`src/rtl/systolic_pkg.sv`:
```
// Shared state encoding and default geometry for the systolic array feeder.
// No logic; imported by the feeder and its skew lines.
package systolic_pkg;

   typedef enum logic [2:0] {
      ST_IDLE,
      ST_W_FILL,
      ST_W_BURST,
      ST_STREAM,
      ST_DRAIN
   } feeder_state_t;

   localparam int DEF_DATA_SIZE = 32;
   localparam int DEF_N         = 4;
   localparam int DEF_SKEW      = 4;

endpackage

```
`src/rtl/feeder_skew_line.sv`:
```
// Per-row delay line: DEPTH+1 cycles from d_i to q_o (DEPTH=0 is a single register).
// Free-running, no backpressure; zeros are shifted in whenever the feeder has no operand.
module feeder_skew_line
   import systolic_pkg::*;
#(
   parameter int DATA_SIZE = DEF_DATA_SIZE,
   parameter int DEPTH     = 0
) (
   input  logic                 clk,
   input  logic                 reset,
   input  logic [DATA_SIZE-1:0] d_i,
   output logic [DATA_SIZE-1:0] q_o
);

   logic [DATA_SIZE-1:0] stage_q [DEPTH+1];

   always_ff @(posedge clk) begin
      if (reset) begin
         for (int i = 0; i <= DEPTH; i++) begin
            stage_q[i] <= '0;
         end
      end else begin
         stage_q[0] <= d_i;
         for (int i = 1; i <= DEPTH; i++) begin
            stage_q[i] <= stage_q[i-1];
         end
      end
   end

   assign q_o = stage_q[DEPTH];

endmodule

```
`src/rtl/systolic_feeder.sv`:
```
// Loads weight rows into an NxN systolic array and streams skewed activations into its rows.
// Row r output lags acceptance by 1+r*SKEW cycles; in_ready drops during weight bursts and drain.
module systolic_feeder
   import systolic_pkg::*;
#(
   parameter int DATA_SIZE   = DEF_DATA_SIZE,
   parameter int N           = DEF_N,
   parameter int SKEW        = DEF_SKEW,
   parameter int DRAIN_EXTRA = N * SKEW
) (
   input  logic                   clk,
   input  logic                   reset,
   input  logic                   in_valid,
   output logic                   in_ready,
   input  logic [N*DATA_SIZE-1:0] in_data,
   input  logic                   in_weight,
   input  logic                   in_last,
   output logic [N*DATA_SIZE-1:0] row_data,
   output logic [N*DATA_SIZE-1:0] col_sum,
   output logic                   ld_weight,
   output logic                   enable,
   output logic                   busy,
   output logic                   err
);

   localparam int W         = N * DATA_SIZE;
   localparam int DRAIN_LEN = (N - 1) * SKEW + DRAIN_EXTRA;
   localparam int CNT_MAX   = (DRAIN_LEN > N) ? DRAIN_LEN : N;
   localparam int CNT_W     = $clog2(CNT_MAX) + 1;
   localparam logic [CNT_W-1:0] LAST_ROW   = CNT_W'(N - 1);
   localparam logic [CNT_W-1:0] LAST_DRAIN = CNT_W'(DRAIN_LEN - 1);

   feeder_state_t    state_q, state_d;
   logic [CNT_W-1:0] cnt_q, cnt_d;
   logic [W-1:0]     wbuf_q [N];
   logic [W-1:0]     wbuf_d [N];
   logic [W-1:0]     col_sum_q, col_sum_d, skew_in;
   logic             ld_weight_q, enable_q, busy_q, err_q;
   logic             accept, act_vld, proto_err;

   assign in_ready = !reset &&
                     (state_q == ST_IDLE || state_q == ST_W_FILL || state_q == ST_STREAM);
   assign accept   = in_valid && in_ready;

   // cnt_q is the fill index in W_FILL, the burst row in W_BURST and the flush count in DRAIN
   always_comb begin
      state_d   = state_q;
      cnt_d     = cnt_q;
      act_vld   = 1'b0;
      proto_err = 1'b0;
      for (int k = 0; k < N; k++) begin
         wbuf_d[k] = wbuf_q[k];
      end
      case (state_q)
         ST_IDLE: begin
            if (accept) begin
               cnt_d = '0;
               if (in_weight) begin
                  wbuf_d[0] = in_data;
                  if (N == 1) begin
                     state_d = ST_W_BURST;
                  end else begin
                     state_d = ST_W_FILL;
                     cnt_d   = CNT_W'(1);
                  end
               end else begin
                  act_vld = 1'b1;
                  state_d = in_last ? ST_DRAIN : ST_STREAM;
               end
            end
         end
         ST_W_FILL: begin
            if (accept) begin
               proto_err = !in_weight;
               for (int k = 0; k < N; k++) begin
                  if (cnt_q == CNT_W'(k)) wbuf_d[k] = in_data;
               end
               if (cnt_q == LAST_ROW) begin
                  state_d = ST_W_BURST;
                  cnt_d   = '0;
               end else begin
                  cnt_d = cnt_q + CNT_W'(1);
               end
            end
         end
         ST_W_BURST: begin
            if (cnt_q == LAST_ROW) begin
               state_d = ST_IDLE;
               cnt_d   = '0;
            end else begin
               cnt_d = cnt_q + CNT_W'(1);
            end
         end
         ST_STREAM: begin
            if (accept) begin
               proto_err = in_weight;
               act_vld   = 1'b1;
               if (in_last) begin
                  state_d = ST_DRAIN;
                  cnt_d   = '0;
               end
            end
         end
         ST_DRAIN: begin
            if (cnt_q == LAST_DRAIN) begin
               state_d = ST_IDLE;
               cnt_d   = '0;
            end else begin
               cnt_d = cnt_q + CNT_W'(1);
            end
         end
         default: begin
            state_d = ST_IDLE;
            cnt_d   = '0;
         end
      endcase
   end

   // Bottom weight row goes first so that after N shifts PE row r holds wbuf[r]
   always_comb begin
      col_sum_d = '0;
      if (state_d == ST_W_BURST) begin
         for (int k = 0; k < N; k++) begin
            if (cnt_d == CNT_W'(N - 1 - k)) col_sum_d = wbuf_d[k];
         end
      end
   end

   assign skew_in = act_vld ? in_data : '0;

   always_ff @(posedge clk) begin
      if (reset) begin
         state_q     <= ST_IDLE;
         cnt_q       <= '0;
         col_sum_q   <= '0;
         ld_weight_q <= 1'b0;
         enable_q    <= 1'b0;
         busy_q      <= 1'b0;
         err_q       <= 1'b0;
         for (int k = 0; k < N; k++) begin
            wbuf_q[k] <= '0;
         end
      end else begin
         state_q     <= state_d;
         cnt_q       <= cnt_d;
         col_sum_q   <= col_sum_d;
         ld_weight_q <= (state_d == ST_W_BURST);
         enable_q    <= (state_d == ST_W_BURST) || (state_d == ST_STREAM) ||
                        (state_d == ST_DRAIN);
         busy_q      <= (state_d != ST_IDLE);
         err_q       <= err_q | proto_err;
         for (int k = 0; k < N; k++) begin
            wbuf_q[k] <= wbuf_d[k];
         end
      end
   end

   for (genvar r = 0; r < N; r++) begin : g_row
      feeder_skew_line #(
         .DATA_SIZE(DATA_SIZE),
         .DEPTH    (r * SKEW)
      ) u_skew (
         .clk  (clk),
         .reset(reset),
         .d_i  (skew_in[r*DATA_SIZE +: DATA_SIZE]),
         .q_o  (row_data[r*DATA_SIZE +: DATA_SIZE])
      );
   end

   assign col_sum   = col_sum_q;
   assign ld_weight = ld_weight_q;
   assign enable    = enable_q;
   assign busy      = busy_q;
   assign err       = err_q;

endmodule

```
`config.mk`:
```
export PLATFORM = sky130hd
export DESIGN_NAME = systolic_feeder
export DESIGN_NICKNAME = d
export VERILOG_FILES = /design/src/rtl/systolic_pkg.sv /design/src/rtl/feeder_skew_line.sv /design/src/rtl/systolic_feeder.sv
export SDC_FILE = /design/constraint.sdc
export NUM_CORES = 2
export LEC_CHECK = 0
export CAP_MARGIN = 0
export CORE_UTILIZATION = 30
export DETAILED_ROUTE_END_ITERATION = 10
export SLEW_MARGIN = 20
export SYNTH_ARGS = -nofsm -noshare
export SYNTH_HDL_FRONTEND = slang
export SYNTH_HIERARCHICAL = 1
export SYNTH_SLANG_ARGS = --single-unit
```
`constraint.sdc`:
```
create_clock -name clk -period 3.25 [get_ports clk]
set_input_delay 0.65 -clock clk [delete_from_list [all_inputs] [get_ports clk]]
set_output_delay 0.65 -clock clk [all_outputs]
set_load 0.03 [all_outputs]
```
Word level (Yosys, flattened, before mapping). Memory sizes are Yosys's and may differ from the RTL's. Cells that the tools add are included.

Register bits: 141. RAM bits: 1408. Bits of input ports: 133. Output and inout port bits: 261. Logic and storage cells: 149. Memories: 5.

Add/sub/neg operators: 1. Equal/unequal tests: 14. Mux-type cells: 75. Bitwise operators: 33. Reduce and logical (&&, ||, !) cells: 14.

Memories: wbuf_q (depth 4, bits a word 128, read ports 4, clocked after Yosys merged registers in 0, write ports 4, RTL line systolic_feeder.sv:35) `logic [W-1:0] wbuf_q [N];`; g_row[3].u_skew.stage_q (depth 13, bits a word 32, read ports 13, clocked after Yosys merged registers in 0, write ports 13, RTL line feeder_skew_line.sv:15) `logic [DATA_SIZE-1:0] stage_q [DEPTH+1];`; g_row[2].u_skew.stage_q (depth 9, bits a word 32, read ports 9, clocked after Yosys merged registers in 0, write ports 9, RTL line feeder_skew_line.sv:15); g_row[1].u_skew.stage_q (depth 5, bits a word 32, read ports 5, clocked after Yosys merged registers in 0, write ports 5, RTL line feeder_skew_line.sv:15); g_row[0].u_skew.stage_q (depth 1, bits a word 32, read ports 1, clocked after Yosys merged registers in 0, write ports 1, RTL line feeder_skew_line.sv:15).

Operators with widths (count): 2-to-1 mux 128 bit (15); 2-to-1 mux 32 bit (28); 2-to-1 mux 512 bit (1); 2-to-1 mux 384 bit (1); one-hot mux 128 bit (2 select lines) (1); 2-to-1 mux 6 bit (6); OR 1 bit (32); OR reduction 32 bit (1); one-hot mux 6 bit (5 select lines) (1); 2-to-1 mux 3 bit (9); == test 6 x 2 -> 1 bit (second input constant) (4); one-hot mux 3 bit (5 select lines) (1); == test 3 x 2 -> 1 bit (second input constant) (4); == test 6 x 1 -> 1 bit (second input constant) (2); zero test 6 bit (2); 2-to-1 mux 1 bit (10); adder 6 x 1 -> 6 bit (second input constant) (1); == test 3 bit (second input constant) (2); == test 6 x 5 -> 1 bit (second input constant) (1); logical OR 1 bit (4); one-hot mux 1 bit (2 select lines) (2); == test 3 x 1 -> 1 bit (second input constant) (1); zero test 3 bit (1); nonzero test 3 bit (1); 4 further kinds (6).

Depth between registers and ports, before layout.
Word-level depth: 12. Mapped depth: 12. Mapped depth without buffers: 9.

By module. Netlist, hierarchy kept.

By module, submodules not included: systolic_feeder (times used 1, cells an instance 2926, area each 26898.3 um^2, seq. area each 13072.5 um^2); feeder_skew_line at g_row[3].u_skew (times used 1, cells an instance 878, area each 11149.4 um^2, seq. area each 8328.0 um^2); feeder_skew_line at g_row[2].u_skew (times used 1, cells an instance 640, area each 8126.5 um^2, seq. area each 5765.5 um^2); feeder_skew_line at g_row[1].u_skew (times used 1, cells an instance 369, area each 4546.9 um^2, seq. area each 3203.1 um^2); feeder_skew_line at g_row[0].u_skew (times used 1, cells an instance 67, area each 863.3 um^2, seq. area each 640.6 um^2).

Worst setup path before layout. OpenSTA, ideal clock, no wires.

Path kind: input -> register. From: input reset. To: register col_sum_q[106], in the netlist col_sum[106]. Arrival: 2.723 ns. Required time: 3.161 ns. Setup slack: 0.438 ns. Stages on the path: 8. Buffers on the path: 2. Path through: buf_4 nor2b_1 a211oi_1 nor3_1 o21ai_1 nand3_1 buf_1 o32ai_2.

Cells in the longest elaborated chain, start to end: 10. Elaborated cells on any way between the ends: 26. Those cells by class: eq/ne (4); mux (16); bitwise (1); reduce/logical (5).

RTL lines: start, declared (RTL line systolic_feeder.sv:12) `input logic reset,`; zero test 1 bit (RTL line systolic_feeder.sv:41) `assign in_ready = !reset &&`; logical AND 1 bit (RTL line systolic_feeder.sv:41); logical AND 1 bit (RTL line systolic_feeder.sv:43) `assign accept = in_valid && in_ready;`; 2-to-1 mux 6 bit (on tied branches) (RTL line systolic_feeder.sv:95, systolic_feeder.sv:56, systolic_feeder.sv:73); one-hot mux 6 bit (5 select lines) (RTL line systolic_feeder.sv:54) `case (state_q)`; == test 6 x 2 -> 1 bit (RTL line systolic_feeder.sv:124) `if (cnt_d == CNT_W'(N - 1 - k)) col_sum_d = wbuf_d[k];`; 2-to-1 mux 128 bit (4 in a row) (RTL line systolic_feeder.sv:124); end signal, assigned (RTL line systolic_feeder.sv:146) `col_sum_q <= col_sum_d;`; end, declared (RTL line systolic_feeder.sv:37) `logic [W-1:0] col_sum_q, col_sum_d, skew_in;`.

Several ways; a longest one is shown, not always the timed one. A chain may end at the register's enable or synchronous reset.

Final worst setup path.
From: register state_q[2]. To: output in_ready.

Cells in the longest elaborated chain, start to end: 4. Elaborated cells on any way between the ends: 6. Those cells by class: eq/ne (2); reduce/logical (4).

RTL lines: start, declared (RTL line systolic_feeder.sv:33) `feeder_state_t state_q, state_d;`; start signal, assigned (RTL line systolic_feeder.sv:144) `state_q <= state_d;`; == test 3 x 1 -> 1 bit / zero test 3 bit (equally long branches) (RTL line systolic_feeder.sv:42) `(state_q == ST_IDLE || state_q == ST_W_FILL || state_q == ST_STREAM);`; logical OR 1 bit (RTL line systolic_feeder.sv:42); logical OR 1 bit * (RTL line systolic_feeder.sv:42); logical AND 1 bit * (RTL line systolic_feeder.sv:41); end, declared (RTL line systolic_feeder.sv:14) `output logic in_ready,`.

Mark *: on every way between the ends. The rest lies on a longest branch, timed or not.

==> impl_metrics.env <==
export IMPL_rsz0062_at_grt="no"
export IMPL_fill_cells=16713
export IMPL_htree_levels=4
export IMPL_routedWlPerCell_um=16.6
export IMPL_grt_pass1_wl_um=190000
export IMPL_ir_drop_mv=0.493
export IMPL_io_buffers=393
export IMPL_cp_data_required_time_ps=2600
export IMPL_setup_viol=0
export IMPL_ys_flop_type="dfxtp_1"
export IMPL_detail_route_antenna_nets=0
export IMPL_die_area_mm2=0.174
export IMPL_drt_iter0_drc=1999
export IMPL_dieHeight_um=417
export IMPL_power_density_mw_per_mm2=635
export IMPL_place_congestion=0.813
export IMPL_overflow=0
export IMPL_vias_per_cell=4.37
export IMPL_synthDistinctLibCells=61
export IMPL_synth_fp_nets=5017
export IMPL_final_setup_worst_slack_ps=169
export IMPL_multi_input_area_mm2=0.0186
export IMPL_skew_ps=37.4
export IMPL_synth_area_leader_cell="dfxtp_1"
export IMPL_synth_area_mm2=0.0516
export IMPL_clockBufferDepth=3
export IMPL_critPathMaxStageDelay_ps=650
export IMPL_drv_cap=0
export IMPL_critPathSlowestCell="clkdlybuf4s50_1"
export IMPL_synth_edf_count=0
export IMPL_synth_seq_cells=1549
export IMPL_drcViolationCount=0
export IMPL_period_share_pct=94.8
export IMPL_final_hold_viol_count=0
export IMPL_arrival_ps=2430
export IMPL_fin_tns_setup_ps=0
export IMPL_hpwl_um=76200
export IMPL_drive_gt1_share_pct=8.97
export IMPL_wirelength_um=125000
export IMPL_insertion_delay_ps=800
export IMPL_worstPathMaxFanout=17
export IMPL_yosysSeqAreaShare_pct=60.1
export IMPL_via_count=32804
export IMPL_cts_buffers=164
export IMPL_grt_pass1_vias=32415
export IMPL_pre_cts_ws_ps=-167
export IMPL_die_x_um=417
export IMPL_min_period_ps=3080
export IMPL_path_class="reg2out"
export IMPL_path_clk_slew_ps=60
export IMPL_synth_cells=4880
export IMPL_met1_usage_pct=16.4
export IMPL_core_mm2=0.170
export IMPL_slew_viol_final=0
export IMPL_finalPower_w=0.0403
export IMPL_min_path_type="in2reg"
export IMPL_firstDrtPassIters=5
export IMPL_synth_most_common_cell="dfxtp_1"
export IMPL_clock_root_buffer="clkbuf_16"
export IMPL_crit_chain="nor3_2, buf_4, clkdlybuf4s50_1"
export IMPL_outcome="completed"
export IMPL_seqCellArea_mm2=0.0310
export IMPL_cts_tree="done"
export IMPL_cp_end_kind="output pin"
export IMPL_startpoint_type="flip-flop"
export IMPL_ios=394
export IMPL_grt_max_degree=254
export IMPL_grt_use_met2_pct=24.1
export IMPL_async_reset_ff_share_pct=0
export IMPL_syn_mean_instance_area_um2=10.6
export IMPL_worst_slew_pin_slew_ps=1060
export IMPL_cts_sinks=1549
export IMPL_rows=151
export IMPL_use_met3_pct=3.08
export IMPL_synthTopCellsByCount="dfxtp_1 (1549), nor2b_1 (933), nor2_1 (486), mux2i_1 (346), nand2_1 (299)"
export IMPL_start_util_pct=30.3
export IMPL_fmax_mhz=325
export IMPL_hold_buffers=0
export IMPL_grt_antenna_before_repair=22
export IMPL_layout_nets=5283
export IMPL_syn_to_final_growth_pct=23.1
export IMPL_ys_warn_count=6
export IMPL_grt_usage_pct=14.0
export IMPL_p_leak_nw=24.9
export IMPL_synth_area_leaders="dfxtp_1 (60%), nor2b_1 (11%), mux2i_1 (6.7%)"
export IMPL_slew_headroom_pct=29.3
export IMPL_synth_top_area_share_pct=60.1
export IMPL_grt_most_used_layer="met2"
-- where the power goes --
group / internal (W) / switching, W / total, W
combinational: 0.000702 / 0.00116 / 0.00187
sequential: 0.0191 / 0.0000481 / 0.0192
clock: 0.0114 / 0.00786 / 0.0193
-- metal layers --
metal  vias to the layer above  wire [um]
met3                       247       5790
li1                      16373          -
met4                        12       5070
met5                         -         84
met1                     15458      52600
met2                       714      61000
-- worst max-delay path: cells and delay by family, from the launching register on --
kind / cells / cell delay (ps)
and+or+nand+nor: 1 / 330
DFF: 1 / 490
buffers and inverters: 2 / 800
-- sequential cells by signal, summed over array words and instances (netlist names) --
register,cells
err,1
enable,1
wbuf_q,512
busy,1
col_sum,128
g_row.u_skew/stage_q,896
cnt_q,6
state_q,3
ld_weight,1
-- what timing repair did --
action                                  CTS  global route
cloned                                    0             0
pin swaps                                 0             2
setup buffers                             0             4
gates resized for setup                   4             2
endpoints found under the setup margin    1            35
-- worst paths after layout --
check	from	end	slack [ps]	cells past startpoint
min	reset	wbuf_q[2][36]$_SDFF_PP0_	350	3
max	state_q[2]$_SDFF_PP0_	in_ready	170	3
min reg2reg	g_row[3].u_skew/stage_q[0][5]$_SDFF_PP0_	g_row[3].u_skew/stage_q[0][37]$_SDFF_PP0_	400	1
max reg2reg	cnt_q[0]$_SDFF_PP0_	col_sum[89]$_SDFF_PP0_	260	10
-- through the flow --
step	instance area (um^2)	util [%]	hold WS [ps]	cells
2_1_floorplan	51600	-	411	4880
3_3_place_gp	57700	33.9	413	7194
3_5_place_dp	57700	33.9	418	7194
4_1_cts	63400	37.3	272	7490
5_1_grt	63500	37.3	319	7499
6_report	63500	37.3	354	7501
-- area by class of cell --
type	instances	area share (%)
clock inverter	64	1.53
timing repair buffer	503	8.49
clock buffer	232	7.42
tap	2218	4.37
multi-input combinational	2926	29.3
antenna	7	0.0276
sequential	1549	48.9
inverter	2	0.0118
-- placed cells by master, fill, tap and decap left out, types with 44 or more instances in the layout --
master / instances
a2bb2oi_1: 69
mux2i_1: 346
clkdlybuf4s50_1: 392
a21oi_1: 192
a21o_1: 60
nor2_1: 486
nand3_1: 52
and3b_1: 44
clkbuf_16: 164
buf_4: 60
and2_1: 130
dfxtp_1: 1547
mux2_2: 48
buf_12: 50
a31oi_1: 61
nor2b_1: 931
nand2_1: 297
-- cell families after synthesis --
group	after synthesis	synth area share (%)
DFF	1549	60.1
xor gates and xnor gates	4	0.0679
buffers and inverters	405	4.15
adders and majority gates	4	0.0970
AOI/OAI and AO/OA	480	6.52
and+or+nand+nor	2044	21.3
muxes	394	7.76
No activity file was read; power rests on OpenSTA's default activity.
